File: config.mk
export PLATFORM = sky130hd
export DESIGN_NAME = alu_exec_unit
export DESIGN_NICKNAME = d
export VERILOG_FILES = /design/src/rtl/alu_exec_unit_pkg.sv /design/src/rtl/alu_exec_unit_core.sv /design/src/rtl/alu_exec_unit.sv
export SDC_FILE = /design/constraint.sdc
export NUM_CORES = 1
export LEC_CHECK = 0
export CAP_MARGIN = 20
export CELL_PAD_IN_SITES_DETAIL_PLACEMENT = 1
export CELL_PAD_IN_SITES_GLOBAL_PLACEMENT = 1
export CORE_MARGIN = 1.5
export CORE_UTILIZATION = 43
export DETAILED_ROUTE_END_ITERATION = 10
export GPL_ROUTABILITY_DRIVEN = 0
export PLACE_DENSITY = 0.88
export SLEW_MARGIN = 10
export SYNTH_ARGS = -nofsm -noshare
export SYNTH_HDL_FRONTEND = slang
export SYNTH_SLANG_ARGS = --single-unit
File: constraint.sdc
create_clock -name clk -period 5.8 [get_ports clk]
set_input_delay 0.58 -clock clk [delete_from_list [all_inputs] [get_ports clk]]
set_output_delay 0.58 -clock clk [all_outputs]
set_load 0.02 [all_outputs]
File: src/rtl/alu_exec_unit_pkg.sv
// -----------------------------------------------------------------------------
// alu_exec_unit_pkg
// Shared definitions for the ALU decoder and the execute-stage ALU.
//   alu_op_t     : 3-bit ALU_Control code
//   ALU_*        : operation encodings used by both the decoder and this unit
//   alu_flags_t  : condition flags held in the output register
// -----------------------------------------------------------------------------
package alu_exec_unit_pkg;

    typedef logic [2:0] alu_op_t;

    localparam alu_op_t ALU_ADD = 3'b000;
    localparam alu_op_t ALU_SUB = 3'b001;
    localparam alu_op_t ALU_AND = 3'b010;
    localparam alu_op_t ALU_OR  = 3'b011;
    localparam alu_op_t ALU_ILL = 3'b100;
    localparam alu_op_t ALU_SLT = 3'b101;
    localparam alu_op_t ALU_BEQ = 3'b110;
    localparam alu_op_t ALU_XOR = 3'b111;

    typedef struct packed {
        logic zero;
        logic negative;
        logic carry;
        logic overflow;
        logic illegal;
    } alu_flags_t;

endpackage

File: src/rtl/alu_exec_unit_core.sv
// -----------------------------------------------------------------------------
// alu_core
// Purely combinational ALU datapath.
//   op       in  : ALU_Control code
//   a, b     in  : operands
//   result   out : WIDTH-bit result (modulo 2^WIDTH)
//   carry    out : ADD carry-out, SUB/BEQ no-borrow (a >= b unsigned), else 0
//   overflow out : signed overflow for ADD/SUB/BEQ, else 0
//   illegal  out : op is the reserved code 100
// -----------------------------------------------------------------------------
module alu_core
    import alu_exec_unit_pkg::*;
#(
    parameter int WIDTH = 32
) (
    input  alu_op_t            op,
    input  logic [WIDTH-1:0]   a,
    input  logic [WIDTH-1:0]   b,
    output logic [WIDTH-1:0]   result,
    output logic               carry,
    output logic               overflow,
    output logic               illegal
);

    logic             is_sub;
    logic [WIDTH-1:0] b_eff;
    logic [WIDTH:0]   sum;
    logic             add_ovf;

    // One shared adder: subtraction is a + ~b + 1, so carry-out doubles as
    // the unsigned no-borrow indication.
    assign is_sub  = (op == ALU_SUB) || (op == ALU_BEQ);
    assign b_eff   = is_sub ? ~b : b;
    assign sum     = {1'b0, a} + {1'b0, b_eff} + {{WIDTH{1'b0}}, is_sub};
    assign add_ovf = (a[WIDTH-1] == b_eff[WIDTH-1]) && (sum[WIDTH-1] != a[WIDTH-1]);

    // NOTE: every output gets a default before the case so no latch is inferred.
    always_comb begin
        result   = '0;
        carry    = 1'b0;
        overflow = 1'b0;
        illegal  = 1'b0;
        case (op)
            ALU_ADD, ALU_SUB, ALU_BEQ: begin
                result   = sum[WIDTH-1:0];
                carry    = sum[WIDTH];
                overflow = add_ovf;
            end
            ALU_AND: result = a & b;
            ALU_OR:  result = a | b;
            ALU_XOR: result = a ^ b;
            ALU_SLT: result = {{(WIDTH-1){1'b0}}, ($signed(a) < $signed(b))};
            ALU_ILL: illegal = 1'b1;
        endcase
    end

endmodule

File: src/rtl/alu_exec_unit.sv
// -----------------------------------------------------------------------------
// alu_exec_unit
// Two-stage execute ALU with valid/ready handshake on both sides.
//   S1 registers {op, A, B}; S2 registers {Result, flags}.
//   clk, rst (sync, active-low)
//   in_valid/in_ready, ALU_Control, A, B        : upstream operation
//   out_valid/out_ready, Result, Zero, Negative,
//   Carry, Overflow, illegal_op                 : registered result
// One operation per cycle with full backpressure; in_ready depends only on
// rst and the stage state, never on in_valid.
// -----------------------------------------------------------------------------
module alu_exec_unit
    import alu_exec_unit_pkg::*;
#(
    parameter int WIDTH = 32
) (
    input  logic             clk,
    input  logic             rst,
    input  logic             in_valid,
    output logic             in_ready,
    input  logic [2:0]       ALU_Control,
    input  logic [WIDTH-1:0] A,
    input  logic [WIDTH-1:0] B,
    output logic             out_valid,
    input  logic             out_ready,
    output logic [WIDTH-1:0] Result,
    output logic             Zero,
    output logic             Negative,
    output logic             Carry,
    output logic             Overflow,
    output logic             illegal_op
);

    logic             s1_valid_q, s1_valid_d;
    alu_op_t          s1_op_q,    s1_op_d;
    logic [WIDTH-1:0] s1_a_q,     s1_a_d;
    logic [WIDTH-1:0] s1_b_q,     s1_b_d;

    logic             out_valid_q, out_valid_d;
    logic [WIDTH-1:0] result_q,    result_d;
    alu_flags_t       flags_q,     flags_d;

    logic             s2_load;
    logic             accept;
    logic [WIDTH-1:0] core_result;
    logic             core_carry;
    logic             core_overflow;
    logic             core_illegal;

    alu_core #(.WIDTH(WIDTH)) u_core (
        .op       (s1_op_q),
        .a        (s1_a_q),
        .b        (s1_b_q),
        .result   (core_result),
        .carry    (core_carry),
        .overflow (core_overflow),
        .illegal  (core_illegal)
    );

    always_comb begin
        // S2 takes S1 whenever it is empty or being drained this cycle.
        s2_load  = s1_valid_q && (!out_valid_q || out_ready);
        in_ready = rst && (!s1_valid_q || s2_load);
        accept   = in_valid && in_ready;

        s1_valid_d = s1_valid_q;
        s1_op_d    = s1_op_q;
        s1_a_d     = s1_a_q;
        s1_b_d     = s1_b_q;
        if (accept) begin
            s1_valid_d = 1'b1;
            s1_op_d    = alu_op_t'(ALU_Control);
            s1_a_d     = A;
            s1_b_d     = B;
        end else if (s2_load) begin
            s1_valid_d = 1'b0;
        end

        out_valid_d = out_valid_q;
        result_d    = result_q;
        flags_d     = flags_q;
        if (s2_load) begin
            out_valid_d      = 1'b1;
            result_d         = core_result;
            // Zero/Negative come from the final result before the register.
            flags_d.zero     = (core_result == '0);
            flags_d.negative = core_result[WIDTH-1];
            flags_d.carry    = core_carry;
            flags_d.overflow = core_overflow;
            flags_d.illegal  = core_illegal;
        end else if (out_ready) begin
            out_valid_d = 1'b0;
        end
    end

    // NOTE: sequential state uses non-blocking assignments only.
    always_ff @(posedge clk) begin
        if (!rst) begin
            s1_valid_q  <= 1'b0;
            out_valid_q <= 1'b0;
            result_q    <= '0;
            flags_q     <= '0;
        end else begin
            s1_valid_q  <= s1_valid_d;
            out_valid_q <= out_valid_d;
            result_q    <= result_d;
            flags_q     <= flags_d;
        end
    end

    // NOTE: the S1 payload is qualified by s1_valid_q, so it needs no reset.
    always_ff @(posedge clk) begin
        s1_op_q <= s1_op_d;
        s1_a_q  <= s1_a_d;
        s1_b_q  <= s1_b_d;
    end

    assign out_valid  = out_valid_q;
    assign Result     = result_q;
    assign Zero       = flags_q.zero;
    assign Negative   = flags_q.negative;
    assign Carry      = flags_q.carry;
    assign Overflow   = flags_q.overflow;
    assign illegal_op = flags_q.illegal;

endmodule

# Yosys cells after proc, flatten, opt, wreduce, memory -nomap -nowiden

Index checks and enable logic that the tools add are counted.

Equality and inequality tests: 9
Order comparisons: 1
Reductions and logical operators: 14
Add/subtract/negate cells: 2
Bitwise operators: 4
Multiplexer cells: 9

Operator list:

| kind                                                                   | number |
|---|---|
| 32-bit case mux with 5 select lines                                    | 1 |
| 32-bit by 32-bit adder with 33-bit output                              | 1 |
| 33-bit by 1-bit adder with 33-bit output                               | 1 |
| 32-bit AND                                                             | 1 |
| 32-bit logical NOT                                                     | 1 |
| 32-bit less-than comparator                                            | 1 |
| 32-bit two-way mux                                                     | 1 |
| 32-bit inverter                                                        | 1 |
| 32-bit bitwise OR                                                      | 1 |
| 32-bit XOR                                                             | 1 |
| 3-bit equality test (second input constant)                            | 4 |
| 1-bit two-way mux                                                      | 7 |
| 3-bit by 2-bit equality test with 1-bit output (second input constant) | 2 |
| 1-bit logical AND                                                      | 4 |
| 2-bit nonzero test                                                     | 2 |
| 3-bit by 1-bit equality test with 1-bit output (second input constant) | 1 |
| 3-bit logical NOT                                                      | 1 |
| 1-bit logical OR                                                       | 3 |
| 3-bit OR reduction                                                     | 1 |
| 1-bit logical NOT                                                      | 2 |
| 1-bit equality test                                                    | 1 |
| 1-bit != test                                                          | 1 |

Input port bits: 71
Logic and storage cells: 50
Register bits: 106
Output and inout port bits: 39

# Logic depth before layout (Yosys ltp)

Word-level depth: 8
Depth in mapped cells: 18
Depth with buffers taken out: 14

# Modules after synthesis

From an unflattened synthesis, not the netlist that was laid out.

Cell total of the unflattened synthesis: 957
Area, all modules: 8505.7 sq um

Modules (own cells, without submodules):

| module        | times used | seq. area each (sq um) | area each (sq um) | cells each |
|---|---|---|---|---|
| alu_core      | 1          | 0.0                    | 5014.8            | 713 |
| alu_exec_unit | 1          | 2772.7                 | 3490.8            | 244 |

# Least setup slack after synthesis

OpenSTA, ideal clock, no wires.

Path kind: flip-flop to flip-flop
Start: register s1_op_q[1]
End: register flags_q (netlist bit Zero)
Period minus slack after synthesis: 4.420 ns
Path buffers: 4
Library setup time: 0.084 ns
Setup slack: 1.380 ns
Arrival time: 4.335 ns
Cell stages (with the launch flop): 19
Cells stage by stage: edfxtp_1 buf_6 or3b_4 and2_1 clkbuf_1 buf_1 xnor2_1 ha_1 clkbuf_1 nand3_1 o211ai_1 nand3_1 a211oi_1 nor4_1 o21ai_0 xor2_1 o21ai_0 or4b_2 o31ai_2

Word-level cells in the longest chain between the ends: 7
Elaborated cells on any way between the ends: 14
Those cells by class: add/sub (2); eq/ne (6); mux (2); reduce/logical (4)

RTL lines:

| element                                                                                      | line                                               | source |
|---|---|---|
| start: declaration                                                                           | alu_exec_unit.sv:35                                | `alu_op_t s1_op_q, s1_op_d;` |
| start signal: assignment                                                                     | alu_exec_unit.sv:113                               | `s1_op_q <= s1_op_d;` |
| 3-bit by 1-bit equality test with 1-bit output / 3-bit equality test (equally long branches) | alu_exec_unit_core.sv:32, alu_exec_unit_core.sv:43 |  |
| 1-bit logical OR                                                                             | alu_exec_unit_core.sv:32                           | `assign is_sub = (op == ALU_SUB) \|\| (op == ALU_BEQ);` |
| 32-bit two-way mux                                                                           | alu_exec_unit_core.sv:33                           | `assign b_eff = is_sub ? ~b : b;` |
| 32-bit by 32-bit adder with 33-bit output                                                    | alu_exec_unit_core.sv:34                           | `assign sum = {1'b0, a} + {1'b0, b_eff} + {{WIDTH{1'b0}}, is_sub};` |
| 33-bit by 1-bit adder with 33-bit output                                                     | alu_exec_unit_core.sv:34                           |  |
| 32-bit case mux with 5 select lines (*)                                                      | alu_exec_unit_core.sv:43                           | `case (op)` |
| 32-bit logical NOT (*)                                                                       | alu_exec_unit.sv:86                                | `flags_d.zero = (core_result == '0);` |
| end signal: assignment                                                                       | alu_exec_unit.sv:107                               | `flags_q <= flags_d;` |
| end: declaration                                                                             | alu_exec_unit.sv:41                                | `alu_flags_t flags_q, flags_d;` |

Mark *: on every way between the ends. The rest lies on a longest branch, timed or not.
A chain may end at the register's enable or synchronous reset.

# Final worst setup path

Start: register s1_op_q[0]
End: register flags_q (netlist bit Zero)

The elaborated chain is that of the path after synthesis.

==> flow_metrics.env <==
export IMPL_global_route_overflow_total=0
export IMPL_power_per_cell_area_nw_per_um2=211
export IMPL_cts_repair_resize_count=0
export IMPL_critical_path_startpoint_type="register"
export IMPL_status="complete, no violations"
export IMPL_vias=7320
export IMPL_final_cell_count_no_fill=1281
export IMPL_max_slew_margin_rel_pct=33.3
export IMPL_synth_flop_cell="sky130_fd_sc_hd__edfxtp_1"
export IMPL_critical_path_slowest_cell="sky130_fd_sc_hd__and2_2"
export IMPL_areaGrowthSynthToFinish_pct=18.8
export IMPL_synthesis_area_um2=8440
export IMPL_place_hpwl_um=19100
export IMPL_grt_use_total_pct=24.8
export IMPL_layout_cells_most_common_list="sky130_fd_sc_hd__ha_1, sky130_fd_sc_hd__clkdlybuf4s50_1, sky130_fd_sc_hd__inv_1, sky130_fd_sc_hd__nor2_1, sky130_fd_sc_hd__edfxtp_1"
export IMPL_cts_tree="yes"
export IMPL_hold_path_class="register to register"
export IMPL_worst_ep_arrival_time_ns=5.37
export IMPL_syn_avg_cell_area_um2=9.14
export IMPL_synth_edf_count=67
export IMPL_maximum_clock_path_buffer_count=2
export IMPL_timing_final_max_slew_violations=0
export IMPL_pin_count_of_the_biggest_net_entering_global_routing=64
export IMPL_ys_async_sr_fraction_pct=0
export IMPL_initial_utilization_pct=43.7
export IMPL_coreArea_um2=19300
export IMPL_detail_route_antenna_nets=0
export IMPL_hold_viol_final=0
export IMPL_nets=1219
export IMPL_unrepaired_setup_endpoints_after_global_routing="false"
export IMPL_floorplan_die_area_um2=20500
export IMPL_cts_made_buffers=9
export IMPL_setup_violations_final=0
export IMPL_die_height_um=143
export IMPL_crit_path_end_kind="register"
export IMPL_placed_insts=1265
export IMPL_most_common_cell_after_layout_fill_and_taps_aside="sky130_fd_sc_hd__ha_1"
export IMPL_static_leakage_power_nw=4.20
export IMPL_period_share_pct=87.6
export IMPL_via_cell_ratio=5.71
export IMPL_timing_fmax_ghz=0.197
export IMPL_synth_top_cells_by_area="sky130_fd_sc_hd__edfxtp_1, sky130_fd_sc_hd__ha_1, sky130_fd_sc_hd__dfxtp_1"
export IMPL_detail_route_drc_violations=0
export IMPL_max_cap_viol_count=0
export IMPL_netlist_area_leader_share_pct=23.8
export IMPL_detail_route_wirelength_um=24700
export IMPL_timing_final_crit_period_ns=5.08
export IMPL_grt_pass1_vias=7454
export IMPL_finalSetupTns_ns=0
export IMPL_io_buffer_count=109
export IMPL_ios=110
export IMPL_tightestPinTransition_ns=1.00
export IMPL_antenna_found_initial=0
export IMPL_post_synth_num_cell_types=70
export IMPL_critPathKind="register to register"
export IMPL_worst_path_max_fanout=32
export IMPL_worst_path_largest_cell_delay_ns=0.79
export IMPL_num_fill_cells=2263
export IMPL_syn_num_nets=1132
export IMPL_clock_latency_ns=0.36
export IMPL_first_pass_grt_wire_length_um=39600
export IMPL_clock_root_buffer="sky130_fd_sc_hd__clkbuf_16"
export IMPL_detailedRoute_firstPassIterationCount=5
export IMPL_hold_buffers=0
export IMPL_clock_edge_transition_at_the_registers_on_the_reported_setup_and_hold_paths_ns=0.07
export IMPL_vdd_ir_drop_max_v=0.000147
export IMPL_synth_warn=0
export IMPL_post_cts_buffers=0
export IMPL_antenna_cells_inserted=0
export IMPL_synth_ff_latch_count=105
export IMPL_drive_above_1_share_pct=3.84
export IMPL_dieWidth_um=143
export IMPL_rows=51
export IMPL_clkSinkCount=105
export IMPL_synth_top_area_cell="sky130_fd_sc_hd__edfxtp_1"
export IMPL_ctsHtreeMaxLevel=3
export IMPL_wire_per_inst_um=19.3
export IMPL_skew_ns=0.00622
export IMPL_worst_r2r_setup_slack_ns=0.72
export IMPL_synthesis_instances=924
export IMPL_yosysSeqAreaShare_pct=32.8
export IMPL_drt_iter0_markers=450
export IMPL_path_cells="or3b_4 > and2_2 > xnor2_1 > ha_1 > a211oi_1 > o21bai_1 > a2111oi_0 > nor3_1 > or3_1 > a32oi_1 > nand4_1 > nor4_1 > o2111ai_1 > o31ai_2"
export IMPL_cp_data_required_time_ns=6.08
==> synth_stat cells (15+ instances only) <==
master and number:
sky130_fd_sc_hd__a21oi_1 59, sky130_fd_sc_hd__a22oi_1 16, sky130_fd_sc_hd__clkbuf_1 28, sky130_fd_sc_hd__dfxtp_1 38, sky130_fd_sc_hd__edfxtp_1 67, sky130_fd_sc_hd__ha_1 136, sky130_fd_sc_hd__inv_1 88, sky130_fd_sc_hd__nand2_1 55
sky130_fd_sc_hd__nand2b_1 15, sky130_fd_sc_hd__nand3_1 15, sky130_fd_sc_hd__nor2_1 73, sky130_fd_sc_hd__nor3_1 18, sky130_fd_sc_hd__o21ai_0 62, sky130_fd_sc_hd__xnor2_1 43
==> cell families (layout without fill, tap and decap cells) <==
family,count (synthesis),after routing,synth area share (%)
muxes,15,15,2.07
xor gates and xnor gates,56,56,5.81
buffers and inverters,130,222,5.94
adders and majority gates,137,137,20.4
and+or+nand+nor,230,230,13.1
DFF,105,105,32.8
AOI/OAI and AO/OA,251,251,19.8
==> worst max-delay path, delay by kind of cell, from the launching register on <==
kind,cells,cell delay [ns]
and+or+nand+nor,6,2.06
AOI/OAI and AO/OA,6,1.75
DFF,1,0.58
adders and majority gates,1,0.38
xor gates and xnor gates,1,0.20
==> flip-flops by register name, indices dropped and copies added (netlist names) <==
register    count
illegal_op      1
s1_valid_q      1
s1_b_q         32
s1_op_q         3
Overflow        1
Carry           1
Result         32
Zero            1
s1_a_q         32
out_valid       1
==> layer usage <==
| metal | vias to the layer above | global-route usage [%] | part of all wire, % |
|---|---|---|---|
| met5 | - | 0 | 0 |
| met2 | 243 | 39.7 | 45 |
| met3 | 44 | 3.52 | 5.2 |
| met4 | 0 | 8.95 | 2.5 |
| met1 | 3555 | 33.9 | 47 |
| li1 | 3478 | - | - |
==> report_power, final <==
| group | switching [mW] | internal, mW | total [mW] |
|---|---|---|---|
| Clock | 0.298 | 0.292 | 0.590 |
| Combinational | 0.376 | 0.272 | 0.648 |
| Sequential | 0.0362 | 0.836 | 0.873 |
==> cell type report <==
class	instances	area [um2]	share of cell area (%)
Multi-Input combinational cell	689	5170	51.6
Sequential cell	105	2770	27.7
Timing Repair Buffer	116	1140	11.4
Inverter	90	338	3.37
Tap cell	265	332	3.31
Clock buffer	9	225	2.25
Clock inverter	7	43.8	0.437
==> metrics by stage <==
stage               hold slack, ns  worst slack [ns]  util (%)  power (mW)  area [um2]
detailed placement           0.461             0.800      50.5        1.52        9760
CTS                          0.469             0.756      51.9        2.11       10000
floorplan                    0.496              1.38         -        1.30        8440
finish                       0.468             0.718      51.9        2.11       10000
global placement             0.447              1.01      50.5        1.50        9760
global route                 0.507             0.405      51.9        2.21       10000
==> worst paths after layout <==
| kind | from | end | cells past startpoint |
|---|---|---|---|
| worst max-delay path | s1_op_q[0] | Zero | 14 |
| worst max register to register | s1_op_q[0] | Zero | 14 |
| worst min-delay path | Carry | Carry | 2 |
| worst min register to register | Carry | Carry | 2 |
Power figures use the tool's default switching activity.
